### src/rtl/bdm_link_manager.sv
// BDM link manager: drives sync attempts with timeout, range check, backoff and
// bounded retry, then holds the rounded bit time while the link is up.
module bdm_link_manager #(
  parameter logic [31:0] TIMEOUT   = 32'd200000,
  parameter logic [15:0] BACKOFF   = 16'd1024,
  parameter logic [3:0]  MAX_RETRY = 4'd3,
  parameter logic [31:0] MIN_SYNC  = 32'd128,
  parameter logic [31:0] MAX_SYNC  = 32'd8388479,
  parameter logic        AUTO_SYNC = 1'b1
) (
  input  logic        clk,
  input  logic        rst,
  input  logic        resync_req,
  input  logic        cmd_error,
  input  logic        sync_done,
  input  logic [31:0] sync_length,
  output logic        sync_start,
  output logic [15:0] bit_time,
  output logic        link_up,
  output logic        link_error,
  output logic [3:0]  retry_count,
  output logic        busy
);

  localparam logic [2:0] ST_IDLE      = 3'd0;
  localparam logic [2:0] ST_START     = 3'd1;
  localparam logic [2:0] ST_WAIT_LOW  = 3'd2;
  localparam logic [2:0] ST_WAIT_HIGH = 3'd3;
  localparam logic [2:0] ST_CHECK     = 3'd4;
  localparam logic [2:0] ST_BACKOFF   = 3'd5;
  localparam logic [2:0] ST_LINKED    = 3'd6;
  localparam logic [2:0] ST_FAILED    = 3'd7;

  logic [2:0]  state;
  logic [31:0] timer;
  logic [15:0] backoff_cnt;
  logic        req;
  logic        in_wait;
  logic        timed_out;
  logic        length_ok;
  logic        attempt_fail;
  logic        backoff_done;

  always_comb begin
    req          = resync_req | cmd_error;
    in_wait      = (state == ST_WAIT_LOW) || (state == ST_WAIT_HIGH);
    timed_out    = timer >= TIMEOUT;
    length_ok    = (sync_length >= MIN_SYNC) && (sync_length <= MAX_SYNC);
    // Timeout wins over a sync_done edge seen in the same cycle.
    attempt_fail = (in_wait && timed_out) || ((state == ST_CHECK) && !length_ok);
    backoff_done = ({1'b0, backoff_cnt} + 17'd1) >= {1'b0, BACKOFF};
  end

  always_ff @(posedge clk) begin
    if (rst) begin
      state       <= ST_IDLE;
      timer       <= '0;
      backoff_cnt <= '0;
      bit_time    <= '0;
      retry_count <= '0;
    end else if (attempt_fail) begin
      if (retry_count < MAX_RETRY) begin
        retry_count <= retry_count + 4'd1;
        backoff_cnt <= '0;
        state       <= ST_BACKOFF;
      end else begin
        state <= ST_FAILED;
      end
    end else begin
      case (state)
        ST_IDLE: begin
          if (req || AUTO_SYNC) begin
            retry_count <= '0;
            state       <= ST_START;
          end
        end
        ST_START: begin
          timer <= '0;
          state <= ST_WAIT_LOW;
        end
        ST_WAIT_LOW: begin
          timer <= timer + 32'd1;
          if (!sync_done) state <= ST_WAIT_HIGH;
        end
        ST_WAIT_HIGH: begin
          timer <= timer + 32'd1;
          if (sync_done) state <= ST_CHECK;
        end
        ST_CHECK: begin
          bit_time <= 16'((sync_length + 32'd64) >> 7);
          state    <= ST_LINKED;
        end
        ST_BACKOFF: begin
          if (backoff_done) state <= ST_START;
          else backoff_cnt <= backoff_cnt + 16'd1;
        end
        default: begin
          if (req) begin
            retry_count <= '0;
            state       <= ST_START;
          end
        end
      endcase
    end
  end

  always_comb begin
    sync_start = (state == ST_START);
    link_up    = (state == ST_LINKED);
    link_error = (state == ST_FAILED);
    busy       = (state == ST_START) || in_wait || (state == ST_CHECK) ||
                 (state == ST_BACKOFF);
  end

endmodule

### config.mk
export PLATFORM = sky130hd
export DESIGN_NAME = bdm_link_manager
export DESIGN_NICKNAME = d
export VERILOG_FILES = /design/src/rtl/bdm_link_manager.sv
export SDC_FILE = /design/constraint.sdc
export NUM_CORES = 1
export LEC_CHECK = 0
export CORE_ASPECT_RATIO = 2
export CORE_MARGIN = 4
export CORE_UTILIZATION = 40
export DETAILED_ROUTE_END_ITERATION = 8
export PLACE_DENSITY = 0.63
export SYNTH_ARGS = -nofsm -noshare
export SYNTH_HDL_FRONTEND = slang
export SYNTH_SLANG_ARGS = --single-unit
### constraint.sdc
create_clock -name clk -period 4.4 [get_ports clk]
set_clock_uncertainty 0.2 [all_clocks]
set_input_delay 0.88 -clock clk [delete_from_list [all_inputs] [get_ports clk]]
set_output_delay 0.88 -clock clk [all_outputs]
set_load 0.1 [all_outputs]
# Yosys cells after proc, flatten, opt, wreduce, memory -nomap -nowiden
# Index checks and enable logic that the tools add are counted.
dict set report word_totals {
  elab_cells 67
  ff_bits 71
  inputBits 37
  out_inout_bits 24
}
dict set report op_classes {
  reduce_logical 21
  n_mux 16
  bitwise_logic 2
  n_lt_le_gt_ge 5
  addsub 5
  eq_ne 13
}
# operator n
set op_table {}
lappend op_table {{2-to-1 mux 16 bit} 4}
lappend op_table {{case mux 32 bit (2 select lines)} 1}
lappend op_table {{adder 32 x 1 -> 32 bit, second input constant} 1}
lappend op_table {{greater-or-equal comparator 32 x 18 -> 1 bit, second input constant} 1}
lappend op_table {{greater-or-equal comparator 32 x 8 -> 1 bit, second input constant} 1}
lappend op_table {{<= comparator 32 x 23 -> 1 bit, second input constant} 1}
lappend op_table {{adder 23 x 7 -> 23 bit, second input constant} 1}
lappend op_table {{case mux 3 bit (6 select lines)} 1}
lappend op_table {{adder 16 x 1 -> 17 bit, second input constant} 1}
lappend op_table {{greater-or-equal comparator 17 x 11 -> 1 bit, second input constant} 1}
lappend op_table {{adder 16 x 1 -> 16 bit, second input constant} 1}
lappend op_table {{2-to-1 mux 3 bit} 5}
lappend op_table {{== test 3 bit, second input constant} 4}
lappend op_table {{2-to-1 mux 4 bit} 3}
lappend op_table {{!= test 3 bit, second input constant} 3}
lappend op_table {{case mux 4 bit (2 select lines)} 1}
lappend op_table {{nonzero test 8 bit} 1}
lappend op_table {{== test 3 x 2 -> 1 bit, second input constant} 2}
lappend op_table {{AND reduction 3 bit} 2}
lappend op_table {{logical OR 1 bit} 5}
lappend op_table {{OR reduction 5 bit} 1}
lappend op_table {{adder 4 x 1 -> 4 bit, second input constant} 1}
lappend op_table {{< comparator 4 x 2 -> 1 bit, second input constant} 1}
lappend op_table {{!= test 2 x 1 -> 1 bit, second input constant} 2}
lappend op_table {{13 further kinds} 17}

# Logic depth before layout (Yosys ltp)
dict set report logic_depth {
  depth_word 7
  depth_mapped 10
  depth_no_buf 9
}

# Least setup slack after synthesis
# OpenSTA, ideal clock, no wires.
dict set report synth_timing {
  path_kind {reg2reg}
  startpoint {register state[0]}
  endpoint {register timer[10]}
  path_stages_with_launch 8
  arrival_time_ns 3.520
  path_slack_ns 0.552
  setup_time_ns 0.128
  required_ns 4.072
  path_cell_list {dfxtp_1 buf_6 inv_1 nor3_1 or2_2 clkbuf_1 clkbuf_1 nor2_1}
}
dict set report synth_via {
  word_cells_on_any_way 13
}
# element line
set synth_lines {}
lappend synth_lines {{start: declaration} 34} ;# logic [2:0] state;
lappend synth_lines {{start signal: assignment} 56} ;# state <= ST_IDLE;
lappend synth_lines {{start signal: assignment} 65} ;# state <= ST_BACKOFF;
lappend synth_lines {{start signal: assignment} 67} ;# state <= ST_FAILED;
lappend synth_lines {{== test 3 x 1 -> 1 bit (*)} -}
lappend synth_lines {{net sync_start} 17} ;# output logic sync_start,
lappend synth_lines {{nonzero test 2 bit (no line)} -}
lappend synth_lines {{AND reduction 2 bit (no line)} -}
lappend synth_lines {{end signal: assignment} 82} ;# timer <= timer + 32'd1;
lappend synth_lines {{end signal: assignment} 86} ;# timer <= timer + 32'd1;
lappend synth_lines {{end: declaration} 35} ;# logic [31:0] timer;
# The timed path passes the listed nets; every way through them passes the cells marked *.
# A chain may end at the register's enable or synchronous reset.

# Worst setup path after layout
dict set report layout_timing {
  startpoint {register state[1]}
  endpoint {output port link_up}
}
dict set report layout_via {
  elab_chain_cells 1
}
# element line
set layout_lines {}
lappend layout_lines {{== test 3 bit} 109} ;# link_up = (state == ST_LINKED);
lappend layout_lines {{end: declaration} 19} ;# output logic link_up,
# No other way between the ends.

==> run summary <==
For this design the top-level I/O count stands at 61. In the final timing run, aggregate negative setup slack is 0 ps. The final layout contains routed wiring with a total length of 8.61 mm. TritonCTS built the clock tree.

TritonCTS created 9 clock buffers. The data arrival time of the worst path was 2410 ps. The logs give 3,120 for the via count of the first global-routing pass and 1.70 nW for the static leakage power.

The layout overhead on the synthesized area was 26.0%. Cell with the most instances after synthesis: dfxtp_1. The global route total overflow was 0; the worst max-slew margin expressed relative to the limit was 0.302.

The die boundary height was 142 µm; the total track usage was 0.177. The instance count after placement with tap cells included is 551. IR analysis of the VDD net gives a maximum drop of 0.374 mV. The logs give 0 for the number of endpoints with negative hold slack in the final report and 0.00137 W for the internal cell power. Sorting the synthesized cells by how often they occur yields 71 x dfxtp_1, 43 x nor2_1, 27 x xnor2_1.

The tools report the share of synthesized area occupied by flip-flops and latches as 0.395. The initial cell density of the core was 0.414. After clock tree synthesis, the clock-pin slew on the worst setup and hold paths is 50 ps.

The async set-reset flop share out of synthesis came out at 0. Synthesis produced a netlist with a net count of 448. The tools report the clock tree root buffer cell as clkbuf_16.

For this run, the number of standard cells in the final layout without fillers is 566. The maximum number of pins on one net before global-route repair came out at 23. The worst setup path is launched from a flop. The flop and latch count out of synthesis works out to 71.

In this run the worst path has a maximum fanout of 12. Clock tree synthesis found a total of 71 sinks. The clock passes through at most 2 buffers. The tools report the number of DRC violations after detailed routing as 0. The power density over the cells was 503 mW/mm²; the measured slew at the worst slew-check pin was 1040 ps.

The net switching share of the total power works out to 0.399. The shortest clock period the worst path allows after layout was 3490 ps. The most used flip-flop cell after synthesis is dfxtp_1. The number of max-slew violations in the final report was 0.

The worst setup path is captured at a primary output. The logs give 0.307 for the part of the total power dissipated in the clock network and 0 for the antenna diode instance count. The run gives 404 as the number of cells produced by synthesis. For this design the total switching power over the nets is 0.000912 W.

Across the run, the number of max-cap violations was 0. The start-to-end type of the worst setup path is flop to primary output. The proportion of netlist area held by the largest area contributor is 0.395, and the detailed-router iteration count before antenna repair is 4. The number of nets with antenna violations after routing was 0; the first-iteration detailed-routing DRC count was 78. Dividing the synthesized area by the synthesized cell count gives 8.91 µm².

The logs give 3320 ps for the required arrival time at the worst endpoint and 0.327 for the part of the power in registers. From left edge to right edge, the die measures 75.1 µm. The layout cell share with drive strength beyond 1 came out at 0.0837. Post-CTS repair changed the size of 0 cells. The count of buffers inserted at the top-level ports came out at 60. After clock tree synthesis, the setup repair step added 0 buffers. The synthesized design spends more area on one cell type than any other, namely dfxtp_1. The synthesized netlist occupies a cell area of 0.00360 mm².

The number of antenna violations at the first check in global routing came out at 0. The min-delay analysis places its worst path in the category flop to flop. The run gives 0.0107 mm² as the total die area. Routability-driven placement finished with a final weighted congestion of 0.833. Based on the critical path, the design can be clocked at up to 286 MHz. The share of the clock period used by the worst path after layout works out to 0.793.

Setup violations remaining at the end of the flow were counted as 0. The logs give 60 for the count of distinct cell types in the synthesized netlist and 0 for the post-cts hold buffer count. After detailed routing, the average wire length per cell comes to 15.2 µm. At the later pin of the worst-skew pair, clock insertion delay measures 330 ps. The logs give 6.70 mm for the half-perimeter wire length of the detailed placement result and 506 for the number of nets in the finished design.

The floorplan has 48 rows. The detailed router placed 3,065 vias in this run. In the routed layout, each cell is associated on average with a via count of 5.42. The run gives 14.6 mm as the wire length of the first global-routing pass.

The run gives 0.00871 mm² as the area of the core. The flow ran to the end, and the final reports show no timing, DRC or antenna violations. In this run, synthesis inferred 0 flip-flops with an integrated enable. During synthesis, Yosys emitted a total of 0 warnings.

The tools report the relative contribution of combinational cells to total power as 0.366. The run gives 3 as the deepest level of the CTS H-tree. Setup repair after global routing left no endpoint under its margin.

Yosys attributes the largest share of cell area to dfxtp_1 39%, xnor2_1 6.6%, nor2_1 4.5%.
==> cell type report <==
class,count,area [µm²]
clock buffer,9,225
clock inverter,6,61.3
fill,767,4170
inverter,15,56.3
multi-input combinational,302,2030
sequential,71,1420
tap,100,125
timing repair buffer,63,621
==> worst max-delay path, cell delays in order (launching register included) <==
cell and delay [ps]:
dfxtp_1 610, nand2_1 160, nor2_1 160, clkdlybuf4s50_1 1150
==> power groups by stage <==
stage                     sequential, W  combinational [W]  clock [W]
after CTS                      0.000746           0.000844   0.000720
final                          0.000746           0.000836   0.000701
after global routing           0.000756           0.000897   0.000743
after detailed placement       0.000759           0.000842          0
after floorplan                0.000913           0.000512          0
after global placement         0.000759           0.000835          0
==> cells in the final DEF, fill, tap and decap left out, types with 2 or more instances in the layout <==
cell	count
dfxtp_1	71
clkdlybuf4s50_1	59
nor2_1	43
xnor2_1	27
nand2_1	24
and2_1	21
nor3_1	18
a21oi_1	17
inv_1	15
mux2i_1	15
nand4_1	14
nand3_1	14
nor4_1	11
clkbuf_16	9
and3_1	7
o21ai_0	7
ha_1	7
or3_1	6
o211ai_1	5
and4_1	5
nand2b_1	5
nor3b_1	5
xor2_1	4
a21o_1	4
buf_4	4
a31oi_1	3
a311oi_1	3
clkinv_2	3
o21ai_1	2
nor4_2	2
o31ai_1	2
a22o_1	2
or2_2	2
==> final timing paths <==
| path | startpoint | endpoint | slack [ps] | cells past startpoint |
|---|---|---|---|---|
| worst max-delay path | state[1]$_SDFFE_PP0P_ | link_up | 910 | 3 |
| worst min-delay path | timer[19]$_SDFFE_PP0P_ | timer[19]$_SDFFE_PP0P_ | 260 | 1 |
| worst max register to register | state[2]$_SDFFE_PP0P_ | backoff_cnt[0]$_SDFFE_PP0P_ | 1890 | 7 |
| worst min register to register | timer[19]$_SDFFE_PP0P_ | timer[19]$_SDFFE_PP0P_ | 260 | 1 |
==> layer usage <==
metal | wire length, µm | GRT usage | up-vias
met4 | 295 | 0.0882 | 0
met5 | 0 | 0 | -
met2 | 4690 | 0.320 | 62
li1 | - | - | 1551
met1 | 3160 | 0.173 | 1433
met3 | 466 | 0.0559 | 19
==> metrics by stage <==
stage	hold slack, ps	instance area (µm²)	power (W)	setup slack [ps]	utilization
floorplan	230	3600	0.00142	552	-
global placement	243	4250	0.00159	711	0.488
finish	258	4540	0.00228	909	0.521
global route	277	4540	0.00240	788	0.521
CTS	264	4540	0.00231	905	0.521
detailed placement	248	4250	0.00160	652	0.488
==> kinds of logic (layout without fill, tap and decap cells) <==
| kind of cell | Yosys count | after routing | share of synthesized area |
|---|---|---|---|
| buf+inv | 31 | 93 | 0.0424 |
| mux | 16 | 16 | 0.0448 |
| xor+xnor | 31 | 31 | 0.0754 |
| simple gates | 189 | 189 | 0.296 |
| fa+ha+maj | 7 | 7 | 0.0243 |
| compound gates | 59 | 59 | 0.123 |
| flops | 71 | 71 | 0.395 |
==> flip-flops by register name (all words and copies together), names as in the netlist <==
| signal | count |
|---|---|
| state | 3 |
| retry_count | 4 |
| timer | 32 |
| backoff_cnt | 16 |
| bit_time | 16 |
Power figures use the tool's default switching activity.
==> variant 1 (same flow settings) <==
Change the parameter `AUTO_SYNC` from 1'b1 to 1'b0.
--- a/src/rtl/bdm_link_manager.sv
+++ b/src/rtl/bdm_link_manager.sv
@@ -6,7 +6,7 @@
   parameter logic [3:0]  MAX_RETRY = 4'd3,
   parameter logic [31:0] MIN_SYNC  = 32'd128,
   parameter logic [31:0] MAX_SYNC  = 32'd8388479,
-  parameter logic        AUTO_SYNC = 1'b1
+  parameter logic        AUTO_SYNC = 1'b0
 ) (
   input  logic        clk,
   input  logic        rst,
Behaviour: not the same (Yosys sat finds a counterexample within 4 cycles, from zero or initial values and one cycle with rst high).
==> variant 1 against the unedited design <==
  * Total power decreased by 14%
  * Synthesized area unchanged
  * Combinational power decreased by 46%
  * Global-route usage increased by 1.3 points
  * Sequential cell count unchanged
  * Synthesized cell count increased by 6.9%
  * Worst setup slack improved by 0.033 ns
  * Utilization increased by 0.96 points
  * Cell area increased by 1.8%
  * Routed wire length increased by 11%
  * Die area unchanged
  * Critical endpoint is now backoff_cnt[6]
==> variant 1: results (changes against the unedited design) <==
metric,value,unit,change
status,finished clean,,
Inverters,16,,+1
Setup Buffers After CTS,0,,unchanged
port bufs,60,,unchanged
comb_multi_in,327,,+8.3%
largest net degree at the start of global routing,40,,+74%
global-route usage over all layers,19.0,%,+1.3 points
Root Driver,clkbuf_16,,
Post-DP Area,4290,um^2,+0.88%
global-route wire length before repair,15.5,mm,+6.3%
Net Sw Frac,32.1,%,-7.9 points
layout cells sized above 1,7.06,%,-1.3 points
fraction of area in multi-input gates,44.2,%,-0.51 points
Worst VDD drop,0.000219,V,-42%
post-CTS sizing,0,,unchanged
final setup fails,0,,unchanged
fill cell count,820,,+6.9%
Slew headroom,32.2,%,+2.0 points
DRT iter0 DRCs,125,,+60%
top post-synthesis cells by area,"dfxtp_1 39%, nor2_1 6.6%, xor2_1 5.4%",,
number of flops mapped to enable cells by yosys,0,,unchanged
Lkg Pwr,1.61,nW,-5.5%
"Warnings, synthesis",0,,unchanged
top post-synthesis cells by count,"71 x dfxtp_1, 63 x nor2_1, 26 x nand3_1",,
complex-gate fraction of the synthesized area,16.2,%,+3.9 points
worst flop-to-flop path startpoint,backoff_cnt[0],,
critical path arrival,3.51,ns,+1.10 ns
number of global-route vias before repair,3318,,+6.3%
Final #Nets,535,,+5.7%
CTS Sinks,71,,unchanged
DR WL/cell,16.0,um,+5.2%
ClkCell Share,7.20,%,+0.89 points
Syn Nets,476,,+6.3%
xor and xnor fraction of the mapped netlist area,7.54,%,about the same
crit path from,sync_length[7],,
"Buffers, non-clock",66,,+4.8%
Placement Setup Slack,0.571,ns,-0.0814 ns
Non-clock buffering overhead,13.9,%,+0.19 points
Routability Congestion,0.865,,+3.8%
Layout clock buffers,11,,+2
sequential-to-total area share from yosys stat,39.5,%,unchanged
CP Max Fanout,9,,-3
CTS H-tree depth,3,,unchanged
Hold Startpoint,timer[31],,
drt first pass iters,4,,unchanged
fraction of area in registers,30.8,%,-0.57 points
multiplexer share of the synthesized area,1.70,%,-2.8 points
placed wire-length estimate,7.26,mm,+8.4%
via count,3418,,+12%
worst skew pair latency,0.34,ns,
Synth cell types,55,,-8.3%
initial antenna violation count,0,,unchanged
## variant 1: worst paths after layout
check              endpoint  slack [ns]  cells after the start
max          backoff_cnt[6]        0.94                     10
min               timer[31]        0.26                      1
max reg2reg  backoff_cnt[9]        1.34                      9
min reg2reg       timer[31]        0.26                      1
## variant 1: per-layer routing
layer  wire, um  track usage (%)  up-vias
li1           -                -     1695
met5          0                0        -
met2       5400             35.6      100
met1       3260             17.4     1592
met4        325             11.0        0
met3        551             4.95       31
## variant 1: critical path, cell delays in order
cell	delay, ns
clkdlybuf4s50_1	0.62
ha_1	0.19
nor3b_1	0.19
a211oi_1	0.11
a221oi_1	0.40
o22ai_1	0.13
buf_4	0.18
nor2_1	0.42
nand3_1	0.18
o31ai_1	0.21
## variant 1: power groups by stage
| stage | Combinational [mW] | Clock [mW] | Sequential (mW) |
|---|---|---|---|
| 3_3_place_gp | 0.448 | 0 | 0.721 |
| 5_1_grt | 0.483 | 0.840 | 0.714 |
| 2_1_floorplan | 0.258 | 0 | 0.785 |
| 3_5_place_dp | 0.451 | 0 | 0.721 |
| 4_1_cts | 0.452 | 0.814 | 0.707 |
| 6_report | 0.449 | 0.799 | 0.708 |
## variant 1: kinds of logic (layout without fill, tap and decap cells)
logic type	after synthesis	count (layout)
flops	71	71
xor+xnor	31	31
simple gates	200	200
compound gates	83	83
fa+ha+maj	7	7
buf+inv	34	98
mux	6	6
## variant 1: through the flow
stage / hold WS, ns / cells / util (%)
after floorplan: 0.230 / 432 / -
after global placement: 0.246 / 580 / 49.2
after detailed placement: 0.251 / 580 / 49.2
after CTS: 0.267 / 596 / 53.1
after global routing: 0.271 / 596 / 53.1
final: 0.265 / 596 / 53.1
==> variant 2 (same flow settings) <==
Made on the original files. Register the inputs `resync_req`, `cmd_error`, `sync_done` and `sync_length` before use, cleared by the reset. The logic sees them one clock later. Comments in the files are not updated.
--- a/src/rtl/bdm_link_manager.sv
+++ b/src/rtl/bdm_link_manager.sv
@@ -31,6 +31,25 @@
   localparam logic [2:0] ST_LINKED    = 3'd6;
   localparam logic [2:0] ST_FAILED    = 3'd7;
 
+  logic resync_req_q;
+  logic cmd_error_q;
+  logic sync_done_q;
+  logic [31:0] sync_length_q;
+
+  always_ff @(posedge clk) begin
+    if (rst) begin
+      resync_req_q  <= '0;
+      cmd_error_q   <= '0;
+      sync_done_q   <= '0;
+      sync_length_q <= '0;
+    end else begin
+      resync_req_q  <= resync_req;
+      cmd_error_q   <= cmd_error;
+      sync_done_q   <= sync_done;
+      sync_length_q <= sync_length;
+    end
+  end
+
   logic [2:0]  state;
   logic [31:0] timer;
   logic [15:0] backoff_cnt;
@@ -42,10 +61,10 @@
   logic        backoff_done;
 
   always_comb begin
-    req          = resync_req | cmd_error;
+    req          = resync_req_q | cmd_error_q;
     in_wait      = (state == ST_WAIT_LOW) || (state == ST_WAIT_HIGH);
     timed_out    = timer >= TIMEOUT;
-    length_ok    = (sync_length >= MIN_SYNC) && (sync_length <= MAX_SYNC);
+    length_ok    = (sync_length_q >= MIN_SYNC) && (sync_length_q <= MAX_SYNC);
     // Timeout wins over a sync_done edge seen in the same cycle.
     attempt_fail = (in_wait && timed_out) || ((state == ST_CHECK) && !length_ok);
     backoff_done = ({1'b0, backoff_cnt} + 17'd1) >= {1'b0, BACKOFF};
@@ -80,14 +99,14 @@
         end
         ST_WAIT_LOW: begin
           timer <= timer + 32'd1;
-          if (!sync_done) state <= ST_WAIT_HIGH;
+          if (!sync_done_q) state <= ST_WAIT_HIGH;
         end
         ST_WAIT_HIGH: begin
           timer <= timer + 32'd1;
-          if (sync_done) state <= ST_CHECK;
+          if (sync_done_q) state <= ST_CHECK;
         end
         ST_CHECK: begin
-          bit_time <= 16'((sync_length + 32'd64) >> 7);
+          bit_time <= 16'((sync_length_q + 32'd64) >> 7);
           state    <= ST_LINKED;
         end
         ST_BACKOFF: begin
Behaviour: not the same (a bounded check fails within 10 cycles, from zero or initial values and one cycle with rst high).
==> variant 2 against the unedited design <==
  * Cell area grew 19%
  * Synthesized area grew 22%
  * Via count grew 15%
  * Total power grew 8.0%
  * First-iteration DRC count grew 110%
  * Routed wire length grew 13%
  * Sequential cell count grew 35
  * Clock power grew 21%
  * Worst setup slack gained 0.057 ns
  * Critical path type unchanged
==> variant 2: results (changes against the unedited design) <==
metric,value,unit,change
status,finished clean,,
reg2reg path depth,8,,+1
sequential-to-total area share from yosys stat,48.2,%,+8.7 points
M1 GR Usage,15.6,%,-1.7 points
global-route usage over all layers,16.2,%,-1.5 points
Slew headroom,33.6,%,+3.5 points
Mapped Cells,482,,+19%
M3 GR Usage,3.34,%,-2.2 points
complex-gate fraction of the synthesized area,11.2,%,-1.1 points
via count,3514,,+15%
CP Max Fanout,13,,+1
DRT iter0 DRCs,164,,+110%
Synth cell types,53,,-12%
worst flop-to-flop path startpoint,sync_length_q[7],,
"Buffers, non-clock",61,,-3.2%
fin cells,679,,+20%
Non-clock buffering overhead,11.1,%,-2.6 points
Inverters,9,,-6
Placement Setup Slack,1.33,ns,+0.677 ns
placed cells,663,,+20%
Post-DP Area,5090,um^2,+20%
global-route wire length before repair,16.0,mm,+9.9%
Final #Nets,578,,+14%
Hold Startpoint,backoff_cnt[12],,
Worst VDD drop,0.000354,V,-5.5%
critical path arrival,2.35,ns,-0.06 ns
ClkCell Share,5.92,%,-0.39 points
Worst Hold End,backoff_cnt[12],,
==> variant 2: cell types whose count changed after synthesis, sizes merged, moves of 15 or more <==
| cell | delta |
|---|---|
| nor2 | +16 |
| nor2b | +38 |
| mux2i | -15 |
| xor2 | +17 |
| a211oi | +19 |
| dfxtp | +35 |
==> variant 2: power groups by stage <==
stage               registers [mW]  clock network [mW]  logic [mW]
floorplan                     1.19                   0       0.319
global placement              1.09                   0       0.551
detailed placement            1.09                   0       0.555
CTS                           1.07               0.866       0.557
global route                  1.08               0.909       0.592
finish                        1.07               0.847       0.551
==> variant 2: worst max path at each step <==
stage	from	endpoint	slack, ns
5_1_grt	state[0]	busy	0.82
4_1_cts	state[2]	busy	0.94
3_5_place_dp	state[2]	busy	1.33
3_3_place_gp	state[1]	busy	1.35
2_1_floorplan	state[0]	timer[12]	0.05
6_report	state[1]	busy	0.97
==> variant 2: routing by layer <==
metal	up-vias	routed length [um]
li1	1786	-
met1	1655	3590
met2	57	5590
met3	16	280
met4	0	252
met5	-	0
